[config.mk]
export PLATFORM = sky130hd
export DESIGN_NAME = sparc_ifu_thrwait
export DESIGN_NICKNAME = d
export VERILOG_FILES = /design/src/rtl/sparc_ifu_thrwait_pkg.sv /design/src/rtl/sparc_ifu_thrwait_slice.sv /design/src/rtl/sparc_ifu_thrwait.sv
export SDC_FILE = /design/constraint.sdc
export NUM_CORES = 1
export LEC_CHECK = 0
export CAP_MARGIN = 20
export CORE_MARGIN = 3
export CORE_UTILIZATION = 55
export DETAILED_ROUTE_END_ITERATION = 8
export PLACE_DENSITY = 0.85
export SLEW_MARGIN = 20
export SYNTH_ARGS = -nofsm -noshare
export SYNTH_HDL_FRONTEND = slang
export SYNTH_SLANG_ARGS = --single-unit
export TNS_END_PERCENT = 10
[constraint.sdc]
create_clock -name clk -period 2.7 [get_ports clk]
set_input_delay 0.54 -clock clk [delete_from_list [all_inputs] [get_ports clk]]
set_output_delay 0.54 -clock clk [all_outputs]
set_load 0.05 [all_outputs]
[src/rtl/sparc_ifu_thrwait_pkg.sv]
// Shared constants and indexing helper for the IFU thread wait/completion tracker.
package sparc_ifu_thrwait_pkg;

  localparam int unsigned DEF_NTHR  = 4;
  localparam int unsigned DEF_NCOND = 3;
  localparam int unsigned DEF_TOW   = 10;

  localparam int unsigned WC_IMISS = 0;
  localparam int unsigned WC_OTHER = 1;
  localparam int unsigned WC_STB   = 2;

  // Flat bit position of condition c for thread t in the wait_set/wait_clr/wait_state buses.
  function automatic int unsigned flat_idx(input int unsigned c, input int unsigned t,
                                           input int unsigned nthr);
    return c * nthr + t;
  endfunction

endpackage

[src/rtl/sparc_ifu_thrwait_slice.sv]
// One thread's wait tracker: condition mask, raw completion, stall counter and watchdog flag.
module sparc_ifu_thrwait_slice
  import sparc_ifu_thrwait_pkg::*;
#(
  parameter int unsigned NCOND = DEF_NCOND,
  parameter int unsigned TOW   = DEF_TOW
) (
  input  logic             clk,
  input  logic             reset,
  input  logic             active,
  input  logic [NCOND-1:0] cond_set,
  input  logic [NCOND-1:0] cond_clr,
  input  logic [TOW-1:0]   wd_limit,
  input  logic             wd_ack,
  output logic [NCOND-1:0] cond_state,
  output logic             waiting,
  output logic             raw_cmpl,
  output logic             timeout
);

  localparam logic [TOW-1:0] CntMax = '1;

  logic [NCOND-1:0] state_q, state_d;
  logic [TOW-1:0]   cnt_q, cnt_d;
  logic             timeout_q, timeout_d;
  logic             pending;

  always_comb begin
    pending  = |state_q;
    state_d  = {NCOND{active}} & (cond_set | (state_q & ~cond_clr));
    // Completes only when nothing stays pending and nothing new arrives this cycle.
    raw_cmpl = active & pending & ~|(state_q & ~cond_clr) & ~|cond_set;

    cnt_d = cnt_q;
    if (!pending || raw_cmpl) begin
      cnt_d = '0;
    end else if (active && (cnt_q != CntMax)) begin
      cnt_d = cnt_q + 1'b1;
    end

    // Equality against the live counter: lowering the limit below the count never fires.
    timeout_d = ((wd_limit != '0) && (cnt_q == wd_limit)) | (timeout_q & ~wd_ack);
  end

  always_ff @(posedge clk) begin
    if (reset) begin
      state_q   <= '0;
      cnt_q     <= '0;
      timeout_q <= 1'b0;
    end else begin
      state_q   <= state_d;
      cnt_q     <= cnt_d;
      timeout_q <= timeout_d;
    end
  end

  assign cond_state = state_q;
  assign waiting    = |state_q;
  assign timeout    = timeout_q;

endmodule

[src/rtl/sparc_ifu_thrwait.sv]
// IFU thread wait/completion tracker: per-thread slices plus bus (un)flattening and optional
// registered completion.
module sparc_ifu_thrwait
  import sparc_ifu_thrwait_pkg::*;
#(
  parameter int unsigned NTHR     = DEF_NTHR,
  parameter int unsigned NCOND    = DEF_NCOND,
  parameter int unsigned TOW      = DEF_TOW,
  parameter int unsigned CMPL_REG = 0
) (
  input  logic                  clk,
  input  logic                  reset,
  input  logic                  se,
  input  logic [NTHR-1:0]       thr_active,
  input  logic [NTHR*NCOND-1:0] wait_set,
  input  logic [NTHR*NCOND-1:0] wait_clr,
  input  logic [TOW-1:0]        wd_limit,
  input  logic [NTHR-1:0]       wd_ack,
  output logic [NTHR*NCOND-1:0] wait_state,
  output logic [NTHR-1:0]       thr_waiting,
  output logic [NTHR-1:0]       completion,
  output logic [NTHR-1:0]       wd_timeout
);

  logic [NCOND-1:0] slc_set   [NTHR];
  logic [NCOND-1:0] slc_clr   [NTHR];
  logic [NCOND-1:0] slc_state [NTHR];
  logic [NTHR-1:0]  raw_cmpl;

  // Scan enable has no functional effect on this block.
  logic unused_se;
  assign unused_se = se;

  always_comb begin
    wait_state = '0;
    for (int t = 0; t < NTHR; t++) begin
      slc_set[t] = '0;
      slc_clr[t] = '0;
      for (int c = 0; c < NCOND; c++) begin
        slc_set[t][c] = wait_set[flat_idx(c, t, NTHR)];
        slc_clr[t][c] = wait_clr[flat_idx(c, t, NTHR)];
        wait_state[flat_idx(c, t, NTHR)] = slc_state[t][c];
      end
    end
  end

  for (genvar t = 0; t < NTHR; t++) begin : g_thr
    sparc_ifu_thrwait_slice #(
      .NCOND (NCOND),
      .TOW   (TOW)
    ) u_slice (
      .clk        (clk),
      .reset      (reset),
      .active     (thr_active[t]),
      .cond_set   (slc_set[t]),
      .cond_clr   (slc_clr[t]),
      .wd_limit   (wd_limit),
      .wd_ack     (wd_ack[t]),
      .cond_state (slc_state[t]),
      .waiting    (thr_waiting[t]),
      .raw_cmpl   (raw_cmpl[t]),
      .timeout    (wd_timeout[t])
    );
  end

  if (CMPL_REG != 0) begin : g_cmpl_reg
    logic [NTHR-1:0] cmpl_q;

    always_ff @(posedge clk) begin
      if (reset) begin
        cmpl_q <= '0;
      end else begin
        cmpl_q <= raw_cmpl;
      end
    end

    // A reset or deactivation landing in the delay cycle kills the pending pulse.
    assign completion = cmpl_q & thr_active & {NTHR{~reset}};
  end else begin : g_cmpl_comb
    assign completion = raw_cmpl;
  end

endmodule

**Yosys cells after proc, flatten, opt, wreduce, memory -nomap -nowiden**

Index checks and enable logic that the tools add are counted.

- Add/sub/neg operators: 4
- Eq/ne operators: 8
- Bitwise logic cells: 40
- Reduce and logical (&&, ||, !) cells: 41

Operators with widths:

| kind | number |
|---|---|
| adder 10 x 1 -> 10 bit, second input constant | 4 |
| == test 10 bit | 4 |
| inequality test 10 bit, second input constant | 4 |
| OR reduction 3 bit | 12 |
| bitwise AND 3 bit | 8 |
| bitwise AND 1 bit | 16 |
| logical NOT 1 bit | 12 |
| inverter 3 bit | 4 |
| bitwise OR 3 bit | 4 |
| nonzero test 10 bit | 1 |
| logical AND 1 bit | 8 |
| OR reduction 2 bit | 4 |
| logical OR 1 bit | 4 |
| inverter 1 bit | 4 |
| bitwise OR 1 bit | 4 |

- Register bits: 56
- Bits of input ports: 45
- Output and inout port bits: 24
- Logic and storage cells: 105

**Logic depth before layout (Yosys ltp)**

- Word-level depth: 8
- Depth in mapped cells: 5
- Depth with buffers taken out: 5

**By module**

From an unflattened synthesis, not the netlist that was laid out.

- Cells, all modules: 392
- Area, all modules: 3,373.2 µm²

Modules (own cells, without submodules):

| module | instances | cells an instance | area each (µm²) | sequential area each (µm²) |
|---|---|---|---|---|
| sparc_ifu_thrwait_slice | 4 | 98 | 843.3 | 280.3 |

**Worst setup path before layout**

Ideal clock, no wire load.

- Kind: register -> output
- Start point: reg g_thr[0].u_slice.state_q[1]
- End point: out completion[0]
- Arrival time: 1,227 ps
- Required time: 2,160 ps
- Path slack: 933 ps
- Stages on the path, launching flop included: 4
- Cell sequence: dfxtp_1 > or3_1 > nor2b_1 > buf_4

- Elaborated cells on any way between the ends: 7

RTL lines:

| item | RTL line | source |
|---|---|---|
| start: declaration | sparc_ifu_thrwait_slice.sv:23 | `logic [NCOND-1:0] state_q, state_d;` |
| start signal: assignment | sparc_ifu_thrwait_slice.sv:51 | `state_q <= state_d;` |
| OR reduction 3 bit | sparc_ifu_thrwait_slice.sv:29 | `pending = \|state_q;` |
| net g_thr[0].u_slice.pending | sparc_ifu_thrwait_slice.sv:26 | `logic pending;` |
| bitwise AND 1 bit (3 in a row) | sparc_ifu_thrwait_slice.sv:32 | `raw_cmpl = active & pending & ~\|(state_q & ~cond_clr) & ~\|cond_set;` |
| end: declaration | sparc_ifu_thrwait.sv:21 | `output logic [NTHR-1:0] completion,` |

The timed path passes the listed nets, and every way through them passes these cells.

**Worst setup path in the final report**

- Start point: in wait_clr[0]
- End point: out completion[0]

- Cells in the longest elaborated chain, start to end: 6

RTL lines:

| item | RTL line | source |
|---|---|---|
| start: declaration | sparc_ifu_thrwait.sv:16 | `input logic [NTHR*NCOND-1:0] wait_clr,` |
| inverter 3 bit | sparc_ifu_thrwait_slice.sv:32 |  |
| bitwise AND 3 bit | sparc_ifu_thrwait_slice.sv:32 |  |
| OR reduction 3 bit | sparc_ifu_thrwait_slice.sv:32 |  |
| logical NOT 1 bit | sparc_ifu_thrwait_slice.sv:32 |  |
| bitwise AND 1 bit (2 in a row) | sparc_ifu_thrwait_slice.sv:32 |  |

No other way between the ends.

==> impl_metrics.yaml <==
run_status:
  outcome: "completed"
yosys:
  syn_nets: 448
  synth-xor-area-share_pct: 12.8
  syn_inst: 399
  synth_compound_area_share_pct: 13.2
  synth_top_area_share_pct: 34.2
  synth_top_family_by_area: "simple AND/OR/NAND/NOR gates"
  ys_types: 46
  synth_top_area_cell: "dfxtp_1"
  yosysWarnings: 0
  muxShareOfSynthArea_pct: 3.67
  synth_area_um2: 3280
  yosys.area_share.adder_pct: 1.53
  synth_edf_count: 0
  ys_seq_area_share_pct: 34.2
  synthArstFlopShare_pct: 0
  synth_ff_type: "dfxtp_1"
  ys_ff_latch: 56
  synthSimpleGateAreaFrac_pct: 26.0
  synthTopCellsByArea: "dfxtp_1 34%, xor2_1 10%, nor2_1 5.2%"
  syn_avg_cell_area_um2: 8.21
cts:
  cts-root-buf: "clkbuf_8"
  cts.sinks: 56
  cts-resized-gates: 0
  cts_tree: "built"
  htree_levels: 2
  cts_inserted_buffers: 5
  clock_path_buffers: 2
  clkSlewWorstSetupHoldPaths_ps: 90
  holdBufCountCts: 0
  post_cts_buffers: 0
  insertion_delay_ps: 310
critical_path:
  worstSetupStartpointType: "input port"
  cp_max_fo: 3
  r2r_end: "g_thr[2].u_slice.cnt_q[3]$_SDFFE_PP0P_"
  reg2regPathDepth: 5
  end_kind: "primary output"
  crit_end: "completion[0]"
  r2r_slack_ps: 1090
  crit_type: "input port to primary output"
  r2r-start: "g_thr[2].u_slice.cnt_q[0]$_SDFFE_PP0P_"
  worst-endpoint-arrival_ps: 1810
  critPathRequiredTime_ps: 2160
  critPathLaunch: "wait_clr[0]"
finish:
  layout_commonest_cell: "clkdlybuf4s50_1"
  final_cell_mix: "63 x clkdlybuf4s50_1, 56 x dfxtp_1, 45 x nor2_1"
  fin_cells: 514
  n_antenna_cell: 0
  drive_gt1_share_pct: 5.66
  nets: 490
  area_growth_pct: 22.8
power:
  p_leak_nw: 1.49
  peakVddDrop_uv: 244
  p_per_area_nw_per_um2: 413
flow_run:
  maxCapViolations: 0
global_route:
  grtUsageMet1_pct: 27.6
  grt_use_total_pct: 22.6
  grt_use_met2_pct: 40.5
  grt_max_degree: 17
  antenna_found_initial: 0
  grt-ovfl-total: 0
  grt.met3_usage_pct: 4.66
  grt_pass1_vias: 2884
  busiest_layer: "met2"
  grt_pass1_wl_um: 13300
timing:
  hold_viol: 0
  max_freq_mhz: 425
  max_slew_margin_pct: 64.1
  period_needed_ps: 2350
  fin_crit_sh_pct: 87.2
  fin_hold_ws_ps: 479
  setup_viol: 0
  worst_slew_pin_slew_ps: 536
  rsz0062_at_grt: "false"
  worst_clock_skew_ps: 10.6
  slew_viol_final: 0
  finalSetupTns_ps: 0
floorplan:
  ios: 69
  coreArea_um2: 5640
  initial_core_util_pct: 58.1
  chipHeight_um: 83.2
  die-area_um2: 6920
  num_rows: 27
  dieWidth_um: 83.2
drt:
  wirelength_um: 7750
  first_pass_iters: 5
  num_vias: 3011
  drtIter0Drc: 201
  avgViaCountPerCell: 5.86
  drc_errors: 0
  antenna_left: 0
  post_drt_wl_per_cell_um: 15.1
placed_design:
  place_congestion: 0.853
  port_buffers: 67
  dp_cells: 506
  dpl.hpwl_um: 5980
min_path:
  hold_path.class: "register to register"
## per-layer routing
layer  part of all wire, %  wire length [um]  vias up
met5                     0                 0        -
met4                  0.90                70        0
met3                   5.5               424        8
met2                    51              3930      103
met1                    43              3330     1412
li1                      -                 -     1488
## where the power goes
group	internal, mW	leakage [nW]	switching [mW]
Clock	0.276	0.0552	0.261
Sequential	0.837	0.453	0.0106
Combinational	0.127	0.979	0.149
Total	1.24	1.49	0.421
## cell usage after synthesis (3+ instances only)
| cell type | n |
|---|---|
| dfxtp_1 | 56 |
| nor2_1 | 45 |
| xor2_1 | 38 |
| a21oi_1 | 24 |
| inv_1 | 22 |
| nand3_1 | 20 |
| nand4_1 | 18 |
| nor3_1 | 13 |
| buf_4 | 12 |
| clkbuf_1 | 12 |
| mux2i_1 | 12 |
| nand2_1 | 12 |
| nor4_1 | 12 |
| o21ai_0 | 10 |
| xnor2_1 | 10 |
| buf_2 | 8 |
| nand2b_1 | 8 |
| or3_1 | 8 |
| a211oi_1 | 6 |
| a41o_1 | 4 |
| and4_1 | 4 |
| clkbuf_2 | 4 |
| ha_1 | 4 |
| nor2b_1 | 4 |
| o32ai_1 | 4 |
| and3_1 | 3 |
| nor3b_1 | 3 |
## flip-flops by register name (all words and copies together) (netlist names)
register / cells
g_thr.u_slice.cond_state: 12
g_thr.u_slice.cnt_q: 40
g_thr.u_slice.timeout: 4
## cell families after synthesis
group                    after synthesis
AND/OR/NAND/NOR                      158
flip-flops                            56
AO/OA/AOI/OAI                         62
multiplexers                          12
adder cells (fa/ha/maj)                4
XOR/XNOR                              48
buffers and inverters                 59
## final cells by class
type	count	area [um^2]
well taps	72	90.1
flip-flops and latches	56	1120
fillers	414	1620
clock buffers	6	72.6
inverters	22	82.6
clock inverters	2	35.0
multi-input cells	284	1870
repair buffers	72	748
## worst max-delay path, cell delays in order
cell and delay [ps]:
clkdlybuf4s50_1 460, inv_1 40, a21oi_1 250, nand4_1 140, nor2b_1 220, buf_12 170
## through the flow
step / cell area [um^2] / setup slack [ps] / utilization [%] / power [mW]
after floorplan: 3280 / 933 / - / 1.03
after global placement: 3920 / 372 / 69.4 / 1.14
after detailed placement: 3920 / 327 / 69.4 / 1.14
after CTS: 4020 / 329 / 71.3 / 1.68
after global routing: 4020 / 225 / 71.3 / 1.73
final: 4020 / 345 / 71.3 / 1.66
## how the worst min path moves through the flow
| stage | start | endpoint | slack (ps) | cells past startpoint |
|---|---|---|---|---|
| after floorplan | g_thr[0].u_slice.timeout$_SDFF_PP0_ | g_thr[0].u_slice.timeout$_SDFF_PP0_ | 450 | 2 |
| after global placement | g_thr[0].u_slice.timeout$_SDFF_PP0_ | g_thr[0].u_slice.timeout$_SDFF_PP0_ | 460 | 2 |
| after detailed placement | g_thr[2].u_slice.timeout$_SDFF_PP0_ | g_thr[2].u_slice.timeout$_SDFF_PP0_ | 470 | 2 |
| after CTS | g_thr[2].u_slice.timeout$_SDFF_PP0_ | g_thr[2].u_slice.timeout$_SDFF_PP0_ | 480 | 2 |
| after global routing | g_thr[2].u_slice.timeout$_SDFF_PP0_ | g_thr[2].u_slice.timeout$_SDFF_PP0_ | 510 | 2 |
| final | g_thr[2].u_slice.timeout$_SDFF_PP0_ | g_thr[2].u_slice.timeout$_SDFF_PP0_ | 480 | 2 |
No activity file was read; power rests on OpenSTA's default activity.
